[config.mk]
export PLATFORM = sky130hd
export DESIGN_NAME = ctrl_pipe
export DESIGN_NICKNAME = d
export VERILOG_FILES = /design/src/rtl/ctrl_pipe.sv
export SDC_FILE = /design/constraint.sdc
export NUM_CORES = 1
export LEC_CHECK = 0
export ABC_AREA = 1
export BUFFER_PORTS_ARGS = -buffer_cell sky130_fd_sc_hd__buf_4
export CORE_MARGIN = 10
export CORE_UTILIZATION = 56
export DETAILED_ROUTE_END_ITERATION = 10
export PLACE_DENSITY_LB_ADDON = 0.2
export SLEW_MARGIN = 20
export SYNTH_ARGS = -nofsm -noshare
export SYNTH_HDL_FRONTEND = slang
export SYNTH_SLANG_ARGS = --single-unit
[constraint.sdc]
create_clock -name clk_i -period 4.4 [get_ports clk_i]
set_input_delay 0.44 -clock clk_i [delete_from_list [all_inputs] [get_ports clk_i]]
set_output_delay 0.44 -clock clk_i [all_outputs]
set_load 0.01 [all_outputs]
[src/rtl/ctrl_pipe.sv]
// ctrl_pipe: control-signal pipeline and hazard unit for the 5-stage RISC-V core.
// Carries the decoded ID control bundle through the EX, MEM and WB stage registers.
// Inserts a bubble on a load-use hazard and raises the IF/ID flush for taken branches.
// Exposes each stage's destination register for forwarding, and counts retired instructions.
//
// Ports:
//   clk_i, rst_i         clock, asynchronous active-high reset
//   ID_valid_i           ID holds a real instruction
//   MemWrite_i .. RDaddr_i  decoded control and register fields of the ID instruction
//   RegEqual_i           rs1 == rs2 compare result in ID
//   stall_o, flush_o     combinational hazard outputs (hold PC/IF-ID, clear IF/ID)
//   EX_*, MEM_*, WB_*    per-stage control and destination register
//   retire_cnt_o         count of instructions that completed WB (wraps)
module ctrl_pipe #(
  parameter int unsigned CNT_W = 32
) (
  input  logic             clk_i,
  input  logic             rst_i,
  input  logic             ID_valid_i,
  input  logic             MemWrite_i,
  input  logic             MemRead_i,
  input  logic             MemToReg_i,
  input  logic             ALUSrc_i,
  input  logic             RegWrite_i,
  input  logic             Branch_i,
  input  logic [1:0]       ALUOp_i,
  input  logic             RegEqual_i,
  input  logic [4:0]       RS1addr_i,
  input  logic [4:0]       RS2addr_i,
  input  logic [4:0]       RDaddr_i,
  output logic             stall_o,
  output logic             flush_o,
  output logic [1:0]       EX_ALUOp_o,
  output logic             EX_ALUSrc_o,
  output logic             EX_MemRead_o,
  output logic [4:0]       EX_RDaddr_o,
  output logic             MEM_MemRead_o,
  output logic             MEM_MemWrite_o,
  output logic             MEM_RegWrite_o,
  output logic             MEM_MemToReg_o,
  output logic [4:0]       MEM_RDaddr_o,
  output logic             WB_RegWrite_o,
  output logic             WB_MemToReg_o,
  output logic [4:0]       WB_RDaddr_o,
  output logic [CNT_W-1:0] retire_cnt_o
);

  typedef struct packed {
    logic       valid;
    logic [1:0] alu_op;
    logic       alu_src;
    logic       mem_read;
    logic       mem_write;
    logic       reg_write;
    logic       mem_to_reg;
    logic [4:0] rd;
  } ex_t;

  typedef struct packed {
    logic       valid;
    logic       mem_read;
    logic       mem_write;
    logic       reg_write;
    logic       mem_to_reg;
    logic [4:0] rd;
  } mem_t;

  typedef struct packed {
    logic       valid;
    logic       reg_write;
    logic       mem_to_reg;
    logic [4:0] rd;
  } wb_t;

  ex_t              ex_d, ex_q;
  mem_t             mem_d, mem_q;
  wb_t              wb_d, wb_q;
  logic [CNT_W-1:0] cnt_d, cnt_q;
  logic             stall;
  logic             rs_match;

  // Load-use hazard: the load in EX has not produced its data yet. x0 never hazards.
  always_comb begin
    rs_match = (ex_q.rd == RS1addr_i) | (ex_q.rd == RS2addr_i);
    stall    = ex_q.valid & ex_q.mem_read & (ex_q.rd != 5'd0) & ID_valid_i & rs_match;
  end

  assign stall_o = stall;
  // Stall wins: branch operands may come from the pending load.
  assign flush_o = ID_valid_i & Branch_i & RegEqual_i & ~stall;

  always_comb begin
    ex_d = '0;
    if (ID_valid_i && !stall) begin
      ex_d.valid      = 1'b1;
      ex_d.alu_op     = ALUOp_i;
      ex_d.alu_src    = ALUSrc_i;
      ex_d.mem_read   = MemRead_i;
      ex_d.mem_write  = MemWrite_i;
      ex_d.reg_write  = RegWrite_i;
      ex_d.mem_to_reg = MemToReg_i;
      ex_d.rd         = RDaddr_i;
    end

    // EX/MEM/WB always advance; a stall only holds the front end.
    mem_d            = '0;
    mem_d.valid      = ex_q.valid;
    mem_d.mem_read   = ex_q.mem_read;
    mem_d.mem_write  = ex_q.mem_write;
    mem_d.reg_write  = ex_q.reg_write;
    mem_d.mem_to_reg = ex_q.mem_to_reg;
    mem_d.rd         = ex_q.rd;

    wb_d            = '0;
    wb_d.valid      = mem_q.valid;
    wb_d.reg_write  = mem_q.reg_write;
    wb_d.mem_to_reg = mem_q.mem_to_reg;
    wb_d.rd         = mem_q.rd;

    cnt_d = cnt_q;
    if (wb_q.valid) begin
      cnt_d = cnt_q + CNT_W'(1);
    end
  end

  always_ff @(posedge clk_i or posedge rst_i) begin
    if (rst_i) begin
      ex_q  <= '0;
      mem_q <= '0;
      wb_q  <= '0;
      cnt_q <= '0;
    end else begin
      ex_q  <= ex_d;
      mem_q <= mem_d;
      wb_q  <= wb_d;
      cnt_q <= cnt_d;
    end
  end

  always_comb begin
    EX_ALUOp_o     = ex_q.alu_op & {2{ex_q.valid}};
    EX_ALUSrc_o    = ex_q.alu_src & ex_q.valid;
    EX_MemRead_o   = ex_q.mem_read & ex_q.valid;
    EX_RDaddr_o    = ex_q.rd & {5{ex_q.valid}};
    MEM_MemRead_o  = mem_q.mem_read & mem_q.valid;
    MEM_MemWrite_o = mem_q.mem_write & mem_q.valid;
    MEM_RegWrite_o = mem_q.reg_write & mem_q.valid;
    MEM_MemToReg_o = mem_q.mem_to_reg & mem_q.valid;
    MEM_RDaddr_o   = mem_q.rd & {5{mem_q.valid}};
    WB_RegWrite_o  = wb_q.reg_write & wb_q.valid;
    WB_MemToReg_o  = wb_q.mem_to_reg & wb_q.valid;
    WB_RDaddr_o    = wb_q.rd & {5{wb_q.valid}};
    retire_cnt_o   = cnt_q;
  end

endmodule

# --- After elaboration in Yosys (flattened, before gate mapping) ---
# Index checks and enable logic that the tools add are counted.
word_totals:
  register_bits: 63
  output_inout_bits: 59
  word_cells: 46
op_classes:
  n_addsub: 1
  n_eq_ne: 2
  n_mux: 1
  bitwise_logic: 20
  n_reduce_logical: 3
ops:
  columns: ["op", "n"]
  rows:
  - ["$add A32 B1 Y32 const B", 1]
  - ["$and A5 B5 Y5", 3]
  - ["$and A1 B1 Y1", 14]
  - ["$mux W13", 1]
  - ["$eq A5 B5 Y1", 2]
  - ["$reduce_bool A5 Y1", 1]
  - ["$and A2 B2 Y2", 1]
  - ["$logic_and A1 B1 Y1", 1]
  - ["$logic_not A1 Y1", 1]
  - ["$not A1 Y1", 1]
  - ["$or A1 B1 Y1", 1]

# --- Logic depth before layout (Yosys ltp) ---
# Gate-level depths: netlist (run 1).
depth:
  depth_word: 7
  depth_mapped: 10
  ltp_nobuf: 9

# --- Worst setup path before layout (run 1) ---
# No wires, ideal clock.
synth_timing:
  path_type: "reg2out"
  start: "reg ex_q[12] (netlist bit)"
  end: "out flush_o"
  arrival_ps: 1076
  required_ps: 3960
  slack_ps: 2884
  path_stages_with_launch: 9
  path_buffers: 1
  path_cell_list: "dfrtp_1 -> buf_2 -> nand2_1 -> inv_1 -> nand3_1 -> inv_1 -> nand2_1 -> nand2_1 -> nor2_1"
synth_via:
  elab_chain_len: 6
synth_rtl:
  columns: ["item", "line_no", "rtl"]
  rows:
  - ["start: declaration", "75", "ex_t ex_d, ex_q;"]
  - ["start signal: assignment", "128", "ex_q <= '0;"]
  - ["start signal: assignment", "133", "ex_q <= ex_d;"]
  - ["$and A1 B1 Y1", null, null]
  - ["net EX_MemRead_o", "35", "output logic EX_MemRead_o,"]
  - ["$and A1 B1 Y1 (3 in a row)", "85", "stall = ex_q.valid & ex_q.mem_read & (ex_q.rd != 5'd0) & ID_valid_i & rs_match;"]
  - ["$not A1 Y1", "90", "assign flush_o = ID_valid_i & Branch_i & RegEqual_i & ~stall;"]
  - ["$and A1 B1 Y1", "90", null]
  - ["end: declaration", "32", "output logic flush_o,"]
# The timed path passes the listed nets, and every way through them passes these cells.

# --- Worst setup path in the final report (run 1) ---
layout_timing:
  start: "reg ex_q[4] (netlist bit)"
  end: "out flush_o"
layout_via:
  elab_chain_len: 6
  elab_cells_between_ends: 9
  cone_classes: "2 x eq/ne; 6 x bitwise; 1 x reduce/logical"
layout_rtl:
  columns: ["item", "line_no"]
  rows:
  - ["$reduce_bool A5 Y1", "85"]
  - ["$and A1 B1 Y1 (2 in a row)", "85"]
  - ["$and A1 B1 Y1 (*)", "85"]
  - ["$not A1 Y1 (*)", "90"]
  - ["$and A1 B1 Y1 (*)", "90"]
# Every way passes the cells marked *; elsewhere a longest branch is shown, timed or not.

==> reports/results.tsv, run 1 <==
stage	metric	value	unit
worst_setup_path	critical_path.most_common_cell	sky130_fd_sc_hd__nand2_1	
sta	timing.slew.headroom	0.4892	
sta	worst_clock_skew	7.497	ps
clocking	cts_post_setup_buffers_inserted	0	
worst_setup_path	critical_path_required	3960	ps
worst_setup_path	cp-end-kind	output pin	
sta	layout_worst_path_cycle_share	0.5194	
global_route	antenna_violations_before_repair	0	
power	total_switching_power	0.3764	mW
sta	max_freq	0.4376	GHz
clocking	clk-insertion-delay-late	330	ps
clocking	clkTransAtPathRegs	70	ps
die	core_footprint	0.005107	mm²
drt	firstDrtPassIters	4	
yosys	yosys-top-cells-area	sky130_fd_sc_hd__dfrtp_1 (53%), sky130_fd_sc_hd__nand2_1 (12%), sky130_fd_sc_hd__inv_1 (9.1%), sky130_fd_sc_hd__xor2_1 (4.7%), sky130_fd_sc_hd__nor2_1 (4.4%)	
worst_setup_path	setup.worst_path.start_class	flop	
layout	stdcell_count	513	
yosys	synthDominantAreaCellType	sky130_fd_sc_hd__dfrtp_1	
yosys	synth_cells	345	
layout	utilization	0.7562	
yosys	synth_fp_nets	373	
global_route	grt_first_pass_wirelength	10.96	mm
placement	io_buffers	85	
placement	place.detailed.instances	497	
die	start_util	0.5808	
sta	final_hold_viol_count	0	
worst_hold_path	holdCritStartpoint	ALUSrc_i	
yosys	synthFlopType	sky130_fd_sc_hd__dfrtp_1	
layout	finish.net_count	466	
drt	drt_iter0_markers	74	
clocking	tritoncts	yes	
yosys	synth_area	0.002967	mm²
yosys	number_of_enable_type_register_cells_in_the_synthesized_netlist	0	
sta	tightest_pin_transition	766.2	ps
power	intPower	1.010	mW
power	cellLeakagePower	2.263	nW
placement	placedInstanceArea	0.003672	mm²
global_route	grt.total_usage	0.1582	
worst_setup_path	worst_r2r_startpoint	wb_q[7]	
sta	timing_max_transition_violations_final	0	
clocking	cts.repair.resized	0	
sta	finalSetupViolations	0	
layout	finalInstanceArea	0.003862	mm²
placement	detailedPlacementHpwl	5.152	mm
clocking	cts_made_buffers	9	
yosys	ys.warnings.count	0	
worst_setup_path	cell_by_cell_trace_of_the_critical_path	inv_1 -> nand2_1 -> nand2_1 -> nor2_1 -> nand3_1 -> nand2_1 -> nand2_1 -> nand2_1 -> nor2_1 -> buf_4	
sta	grt_setup_unrepaired	false	
clocking	clockRootBuffer	sky130_fd_sc_hd__clkbuf_8	
sta	final_period_minus_worst_setup_slack	2285	ps
worst_setup_path	crit_path_top_delay_cell	sky130_fd_sc_hd__dfrtp_1	
power	vdd.ir_drop.worst	0.2302	mV
drt	routed_wl	6.570	mm
clocking	cts_sinks	63	
yosys	synth_area_per_cell	8.599	µm²
worst_hold_path	holdCritPathClass	primary input to flop	
clocking	max-clock-path-buffers	2	
power	p_per_area	358.9	mW/mm²
yosys	synth_seq_cells	63	
drt	avgRoutedWirePerCell	12.81	µm
worst_setup_path	setup.worst_path.class	flop to output pin	
worst_setup_path	critical_path_peak_fanout	14	
die	floorplan.die.height	92.79	µm
placement	place.gp.congestion	0.8753	
clocking	cts_hold_buf	0	
power	power.combinational.fraction	0.163	
worst_setup_path	worstPathBufferInverterCount	2	
yosys	seq_area_frac_synth	0.5314	
layout	post_route_cells_drive_above_1_share	0.2731	
worst_setup_path	crit_arrival	1850	ps
clocking	h_tree_depth_reported_by_cts	3	
sta	timing.hold.ws	320.0	ps
power	power_switching_share	0.2715	
layout	n_antenna_cell	0	
drt	drc	0	
worst_setup_path	crit_path_max_incr_delay	450	ps
drt	drtAntennaViolNets	0	
global_route	global_route.overflow_total	0	
drt	avgViaCountPerCell	4.665	
yosys	synth_common_cells	sky130_fd_sc_hd__nand2_1 (95), sky130_fd_sc_hd__inv_1 (72), sky130_fd_sc_hd__dfrtp_1 (63)	
yosys	yosys.cell_count.top_type	sky130_fd_sc_hd__nand2_1	
status	status	completed	
sta	tns	0	ps
die	design.portCount	86	
worst_setup_path	cpLargestDelayFamily	simple AND/OR/NAND/NOR gates	
yosys	synth-async-reset-ratio	1.000	
die	die_area	0.008609	mm²
yosys	synth_top_area_frac	0.5314	
die	rows	26	
power	seq_power_share	0.489	
yosys	netlist-cell-type-count	26	
layout	signed_area_change_from_the_synthesized_netlist_to_the_final_layout	30.20	%
die	fp.dieW	92.79	µm
run	maxCapViolations	0	
drt	route.vias.total	2393	
global_route	first_global_vias	2370	
global_route	grt_start_max_net_pins	64	
worst_setup_path	worstSetupStartpoint	ex_q[4]	
power	power.share.clock	0.347	
[placed cells by master (no fill, tap or decap), drive strengths merged]
| cell type | count |
|---|---|
| ha | 1 |
| buf | 86 |
| inv | 74 |
| xnor2 | 9 |
| nand3b | 3 |
| bufinv | 1 |
| nand2 | 100 |
| nor4 | 1 |
| xor2 | 16 |
| nor3 | 9 |
| clkbuf | 12 |
| nand4 | 7 |
| mux2 | 1 |
| clkinv | 3 |
| nand3 | 15 |
| dfrtp | 63 |
| nor2 | 42 |
[worst reg2reg max path, stage by stage (launching register included)]
cell	delay [ps]
sky130_fd_sc_hd__dfrtp_1	580
sky130_fd_sc_hd__nand2_1	190
sky130_fd_sc_hd__nor3_4	320
sky130_fd_sc_hd__nand3_2	170
sky130_fd_sc_hd__nor2_4	200
sky130_fd_sc_hd__nand2_1	70
sky130_fd_sc_hd__nand2_1	60
sky130_fd_sc_hd__nand2_1	40
[logic make-up (layout without fill, tap and decap cells)]
family / after synthesis / after routing / share of synthesized area
XOR/XNOR: 25 / 25 / 0.07381
adder cells (fa/ha/maj): 1 / 1 / 0.004217
buffers and inverters: 78 / 176 / 0.1029
flip-flops: 63 / 63 / 0.5314
multiplexers: 1 / 1 / 0.003796
AND/OR/NAND/NOR: 177 / 177 / 0.2838
[registers in the layout (all words and copies together), names as in the netlist]
register	count
wb_q	8
ex_q	13
retire_cnt_o	32
mem_q	10
[metal layers]
metal | up-vias | wire, µm | global-route usage
met5 | - | 0 | 0
met4 | 0 | 76 | 0.06170
met3 | 7 | 527 | 0.06860
met2 | 62 | 3200 | 0.2529
met1 | 1119 | 2765 | 0.1833
li1 | 1205 | - | -
[power by group through the flow]
stage          Sequential (mW)  Combinational (mW)  Clock [mW]
2_1_floorplan            0.691               0.120           0
3_3_place_gp             0.688               0.225           0
3_5_place_dp             0.690               0.231           0
4_1_cts                  0.679               0.231       0.490
5_1_grt                  0.688               0.254       0.522
6_report                 0.678               0.227       0.481
[cell type report]
cell class	instances	area [µm²]
sequential	63	1577
fill	370	1245
multi-input combinational	204	1085
timing repair buffer	86	645.6
inverter	74	277.8
clock buffer	12	145.1
tap	70	87.58
clock inverter	4	45.04
[metrics by stage]
step	setup WS [ps]	power, mW
final	2115	1.386
after global routing	1870	1.464
after CTS	2089	1.401
after detailed placement	2392	0.9214
after global placement	2430	0.9127
after floorplan	2390	0.8111
[path summary, 6_finish.rpt]
| check | to | slack, ps | cells past startpoint |
|---|---|---|---|
| min in group asynchronous | retire_cnt_o[23] | 330 | 3 |
| max reg2reg | retire_cnt_o[25] | 2670 | 7 |
| min reg2reg | mem_q[7] | 350 | 0 |
| min | ex_q[9] | 320 | 3 |
| max | flush_o | 2110 | 10 |
| max in group asynchronous | ex_q[2] | 3550 | 3 |
No activity file was read; power rests on OpenSTA's default activity.
==> run 2: changes to the inputs <==
--- a/config.mk
+++ b/config.mk
@@ -8,7 +8,7 @@
 export ABC_AREA = 1
 export BUFFER_PORTS_ARGS = -buffer_cell sky130_fd_sc_hd__buf_4
 export CORE_MARGIN = 10
-export CORE_UTILIZATION = 56
+export CORE_UTILIZATION = 47
 export DETAILED_ROUTE_END_ITERATION = 10
 export PLACE_DENSITY_LB_ADDON = 0.2
 export SLEW_MARGIN = 20
==> constraint.sdc (replaced) <==
create_clock -name clk_i -period 2.1 [get_ports clk_i]
set_input_delay 0.21 -clock clk_i [delete_from_list [all_inputs] [get_ports clk_i]]
set_output_delay 0.21 -clock clk_i [all_outputs]
set_load 0.01 [all_outputs]
==> run 2 against run 1 <==
  * Non-clock buffer count is 3 higher
  * Worst setup slack worse by 1900 ps
  * Sequential power increased by 110%
  * Clock power up 140%
  * Clock skew rose by 1.9 ps
  * First-iteration DRC count fell by 11%
  * Critical path depth is 1 lower
  * Critical endpoint unchanged
==> reports/results.tsv, run 2 (same netlist as run 1, synthesis figures left out) <==
stage	metric	value	unit
worst_setup_path	cp-end-kind	output pin	
worst_setup_path	setup.worst_path.class	flop to output pin	
die	rows	28	
worst_setup_path	worst_r2r_startpoint	retire_cnt_o[0]	
clocking	clk-insertion-delay-late	340	ps
worst_hold_path	timing.hold.worst_endpoint	ex_q[7]	
sta	tns	0	ps
placement	detailedPlacementHpwl	5.477	mm
worst_setup_path	r2r-end	retire_cnt_o[24]	
drt	firstDrtPassIters	4	
global_route	antenna_violations_before_repair	0	
worst_setup_path	critical_path_peak_fanout	6	
sta	final_hold_viol_count	0	
placement	place.detailed.instances	504	
power	cellLeakagePower	2.291	nW
drt	avgViaCountPerCell	4.572	
worst_setup_path	critical_path_required	1890	ps
layout	signed_area_change_from_the_synthesized_netlist_to_the_final_layout	32.77	%
placement	place.gp.congestion	0.8361	
layout	largest_register_ffs	32	
die	die_area	0.009889	mm²
die	floorplan.die.height	99.45	µm
die	core_footprint	0.006026	mm²
layout	n_antenna_cell	0	
die	fp.dieW	99.45	µm
drt	drc	0	
worst_setup_path	crit_path_top_delay_cell	sky130_fd_sc_hd__dfrtp_1	
worst_setup_path	cell_by_cell_trace_of_the_critical_path	nor2_1 -> nor2_1 -> nor2_1 -> nand3_1 -> nand2_1 -> nand2_1 -> nand2_1 -> nor2_1 -> buf_4	
power	vdd.ir_drop.worst	0.5051	mV
drt	drt_iter0_markers	66	
clocking	cts_sinks	63	
global_route	first_global_vias	2444	
drt	routed_wl	6.906	mm
global_route	grt.total_usage	0.1438	
sta	final_period_minus_worst_setup_slack	1845	ps
clocking	clkTransAtPathRegs	70	ps
layout	post_route_cells_drive_above_1_share	0.2780	
global_route	grtUsageMet2	0.2350	
sta	finalSetupViolations	0	
clocking	cts_made_buffers	9	
layout	num-fill-cells	511	
clocking	max-clock-path-buffers	2	
clocking	tritoncts	yes	
clocking	clockRootBuffer	sky130_fd_sc_hd__clkbuf_8	
run	maxCapViolations	0	
worst_setup_path	setup.worst_path.start_class	flop	
status	status	completed	
clocking	h_tree_depth_reported_by_cts	3	
power	p_per_area	781.4	mW/mm²
power	total_power	3.078	mW
worst_hold_path	holdCritStartpoint	MemWrite_i	
layout	layout.cells.most_common	sky130_fd_sc_hd__nand2_1	
worst_setup_path	critical_path.most_common_cell	sky130_fd_sc_hd__nor2_1	
global_route	global_route.overflow_total	0	
sta	layout_worst_path_cycle_share	0.8783	
layout	stdcell_count	521	
sta	max_freq	0.5421	GHz
sta	grt_setup_unrepaired	false	
worst_hold_path	whs_path_depth	3	
sta	tightest_pin_transition	522.6	ps
global_route	met3_global_route_usage	0.05813	
die	design.portCount	86	
worst_setup_path	crit_arrival	1630	ps
layout	mostFrequentLayoutCells	sky130_fd_sc_hd__nand2_1 (95), sky130_fd_sc_hd__buf_4 (87), sky130_fd_sc_hd__inv_1 (71)	
drt	route.vias.total	2382	
drt	drtAntennaViolNets	0	
placement	io_buffers	85	
die	start_util	0.4923	
worst_setup_path	r2r_cells	8	
worst_setup_path	reg2reg_setup_slack	580	ps
drt	avgRoutedWirePerCell	13.26	µm
sta	worst_clock_skew	9.380	ps
worst_hold_path	holdCritPathClass	primary input to flop	
global_route	grt.busiest_layer	met2	
global_route	grt_first_pass_wirelength	11.59	mm
global_route	groute.layer.met1.usage	0.1624	
global_route	grt_start_max_net_pins	42	
worst_setup_path	crit_path_max_incr_delay	440	ps
sta	timing_max_transition_violations_final	0	
layout	finish.net_count	469	
sta	timing.slew.headroom	0.6511	
[run 2: cell count changes in the layout (fill, tap and decap cells not counted), sizes merged]
cell         change
buf              +2
bufinv           +1
clkbuf           -1
clkinv           -1
clkinvlp         +1
dlygate4sd3      +1
[run 2: cell type report]
class,instances,area [µm²],area share
clock inverter,5,81.33,0.02065
inverter,74,277.8,0.07052
clock buffer,11,141.4,0.03590
sequential,63,1577,0.4003
timing repair buffer,89,683.2,0.1734
tap,75,93.84,0.02382
multi-input combinational,204,1085,0.2754
[run 2: per-stage QoR]
step           hold slack, ps  utilization  cell area [µm²]  worst slack [ps]
2_1_floorplan           316.2            -             2967             320.3
3_3_place_gp            277.3       0.6150             3706             593.9
3_5_place_dp            285.6       0.6150             3706             569.8
4_1_cts                 69.56       0.6537             3939             234.6
5_1_grt                 68.56       0.6537             3939             40.67
6_report                81.58       0.6537             3939             255.5
[run 2: worst max-delay path by stage]
stage                            end             from
finish                       flush_o          ex_q[0]
global placement    retire_cnt_o[28]  retire_cnt_o[0]
detailed placement  retire_cnt_o[25]  retire_cnt_o[0]
CTS                          flush_o          ex_q[0]
floorplan                    ex_q[0]            rst_i
global route                 flush_o          ex_q[0]
[run 2: report_power, final]
group / switching [mW] / internal (mW)
Sequential: 0.114 / 1.31
Clock: 0.468 / 0.701
Combinational: 0.249 / 0.238
Total: 0.831 / 2.25
[run 2: worst max-delay path, delay by kind of cell (launching register included)]
| kind | cells | cell delay [ps] |
|---|---|---|
| and+or+nand+nor | 8 | 730 |
| DFF | 1 | 440 |
| buffers and inverters | 1 | 140 |
[run 2: repair_timing]
action                                  4_1_cts  5_1_grt
gates resized for setup                       0        0
endpoints found under the setup margin        0        0
hold endpoints to repair                     22        0
buffers inserted                              0        0
hold buffers                                  1        0
[run 2: layer usage]
layer / vias up / wire (µm) / share of wire
li1: 1205 / - / -
met1: 1102 / 2968 / 0.43
met2: 63 / 3363 / 0.49
met3: 12 / 453 / 0.066
met4: 0 / 120 / 0.017
met5: - / 0 / 0
==> run 3: changes to the inputs <==
--- a/config.mk
+++ b/config.mk
@@ -8,7 +8,7 @@
 export ABC_AREA = 1
 export BUFFER_PORTS_ARGS = -buffer_cell sky130_fd_sc_hd__buf_4
 export CORE_MARGIN = 10
-export CORE_UTILIZATION = 47
+export CORE_UTILIZATION = 56
 export DETAILED_ROUTE_END_ITERATION = 10
 export PLACE_DENSITY_LB_ADDON = 0.2
 export SLEW_MARGIN = 20
==> constraint.sdc (replaced) <==
create_clock -name clk_i -period 2.2 [get_ports clk_i]
set_input_delay 0.22 -clock clk_i [delete_from_list [all_inputs] [get_ports clk_i]]
set_output_delay 0.22 -clock clk_i [all_outputs]
set_load 0.01 [all_outputs]
==> run 3 against run 2 <==
  * Via count is 2.5% higher
  * Clock-buffer cell count is 1 lower
  * Wire length is 1.1% higher
  * Largest power group unchanged
  * Largest cell class unchanged
  * Sequential share of layout area increased by 0.24 points
  * Critical path depth rose by 1
  * Critical endpoint unchanged
  * Power shrank 5.6%
  * Core utilization increased by 11 points
  * Final area down 0.60%
  * First-iteration DRC count increased by 82%
  * Clock power decreased by 8%
==> reports/results.tsv, run 3 (same netlist as run 1, synthesis figures left out) <==
stage	metric	value	unit
status	status	completed	
sta	final.setup.worst_slack	283.6	ps
worst_hold_path	holdCritPathClass	primary input to flop	
clocking	tritoncts	yes	
die	die_area	0.008609	mm²
clocking	clockRootBuffer	sky130_fd_sc_hd__clkbuf_8	
die	rows	26	
sta	tns	0	ps
global_route	grt_start_max_net_pins	56	
placement	detailedPlacementHpwl	5.500	mm
power	cellLeakagePower	2.279	nW
drt	routed_wl	6.982	mm
placement	place_ws	514.1	ps
clocking	clk-insertion-delay-late	340	ps
run	maxCapViolations	0	
sta	tightest_pin_transition	386.1	ps
worst_setup_path	setup.worst_path.start_class	flop	
drt	avgRoutedWirePerCell	13.56	µm
global_route	grt.total_usage	0.1715	
die	design.portCount	86	
layout	n_antenna_cell	0	
drt	drt_iter0_markers	120	
worst_setup_path	critical_path_required	1980	ps
worst_setup_path	worst_r2r_startpoint	wb_q[7]	
clocking	cts_post_setup_buffers_inserted	0	
global_route	first_global_vias	2474	
die	core_footprint	0.005107	mm²
global_route	antenna_violations_before_repair	0	
sta	timing_max_transition_violations_final	0	
power	total_power	2.904	mW
worst_hold_path	timing.hold.worst_endpoint	ex_q[11]	
sta	final_hold_viol_count	0	
drt	drc	0	
clocking	cts_sinks	63	
drt	drtAntennaViolNets	0	
layout	signed_area_change_from_the_synthesized_netlist_to_the_final_layout	31.97	%
clocking	h_tree_depth_reported_by_cts	3	
worst_setup_path	setup.worst_path.class	flop to output pin	
worst_setup_path	reg2reg_setup_slack	470	ps
clocking	clkTransAtPathRegs	70	ps
sta	worst_clock_skew	7.093	ps
drt	route.vias.total	2442	
power	p_per_area	741.8	mW/mm²
worst_setup_path	critical_path_peak_fanout	6	
layout	largest_register_ffs	32	
worst_setup_path	cp-end-kind	output pin	
global_route	grt_first_pass_wirelength	11.87	mm
drt	firstDrtPassIters	4	
worst_setup_path	crit_arrival	1700	ps
placement	io_buffers	85	
worst_setup_path	r2r-end	retire_cnt_o[29]	
power	vdd.ir_drop.worst	0.4317	mV
layout	finish.net_count	468	
clocking	cts_made_buffers	9	
die	start_util	0.5808	
worst_hold_path	whs_path_depth	3	
layout	layout.cells.most_common	sky130_fd_sc_hd__nand2_1	
die	fp.dieW	92.79	µm
sta	layout_worst_path_cycle_share	0.8711	
sta	final_period_minus_worst_setup_slack	1916	ps
clocking	max-clock-path-buffers	2	
sta	finalSetupViolations	0	
sta	timing.slew.headroom	0.7426	
sta	max_freq	0.5218	GHz
layout	mostFrequentLayoutCells	sky130_fd_sc_hd__nand2_1 (95), sky130_fd_sc_hd__buf_4 (86), sky130_fd_sc_hd__inv_1 (71)	
layout	post_route_cells_drive_above_1_share	0.2764	
drt	avgViaCountPerCell	4.742	
die	floorplan.die.height	92.79	µm
worst_hold_path	holdCritStartpoint	ALUOp_i[1]	
sta	grt_setup_unrepaired	false	
global_route	global_route.overflow_total	0	
worst_setup_path	r2r_cells	7	
placement	place.gp.congestion	0.8589	
run 3: cell count changes in the layout (fill, tap and decap cells not counted):
cell,before,now
sky130_fd_sc_hd__clkinv_2,1,2
sky130_fd_sc_hd__buf_4,87,86
sky130_fd_sc_hd__clkbuf_8,10,9
sky130_fd_sc_hd__clkinvlp_4,1,2
sky130_fd_sc_hd__clkinv_4,1,0
run 3: power by group:
group	leakage [nW]	internal, mW	switching [mW]
sequential	0.831	1.25	0.118
combinational	1.35	0.225	0.237
clock	0.102	0.634	0.442
run 3: per-stage QoR:
stage	utilization	area, µm²	std cells	hold slack [ps]
final	0.7665	3915	515	93.54
after global routing	0.7665	3915	515	88.22
after CTS	0.7665	3915	515	85.90
after detailed placement	0.7229	3692	498	168.3
after global placement	0.7229	3692	498	153.6
after floorplan	-	2967	345	326.2
run 3: worst max path at each step:
stage / startpoint / endpoint / slack [ps] / cells after the start
floorplan: rst_i / ex_q[0] / 410 / 1
global placement: wb_q[7] / retire_cnt_o[25] / 610 / 7
detailed placement: wb_q[7] / retire_cnt_o[27] / 510 / 6
CTS: ex_q[1] / flush_o / 270 / 10
global route: ex_q[1] / flush_o / 130 / 10
finish: ex_q[1] / flush_o / 280 / 10
run 3: critical path, stage by stage, from the launching register on:
cell and delay [ps]:
sky130_fd_sc_hd__dfrtp_1 420, sky130_fd_sc_hd__inv_1 100, sky130_fd_sc_hd__nand2_1 60, sky130_fd_sc_hd__nand2_1 50, sky130_fd_sc_hd__nor2_1 120, sky130_fd_sc_hd__nand3_1 80, sky130_fd_sc_hd__nand2_1 70, sky130_fd_sc_hd__nand2_1 60
sky130_fd_sc_hd__nand2_1 190, sky130_fd_sc_hd__nor2_1 60, sky130_fd_sc_hd__buf_4 140
run 3: what timing repair did:
| action | in CTS | in global routing |
|---|---|---|
| setup endpoints to repair | 0 | 0 |
| hold buffers | 1 | 0 |
| gates resized for setup | 0 | 0 |
| hold endpoints to repair | 8 | 0 |
run 3: layer usage:
layer,vias up,GRT usage,routed length [µm]
met5,-,0,0
li1,1211,-,-
met3,12,0.05327,490
met4,0,0.07584,116
met2,71,0.2874,3522
met1,1148,0.1967,2854
run 3: layout make-up:
type	instances	area [µm²]
well taps	70	87.58
clock inverters	6	85.08
inverters	74	277.8
flip-flops and latches	63	1577
clock buffers	10	127.6
repair buffers	88	675.6
fillers	355	1192
multi-input cells	204	1085
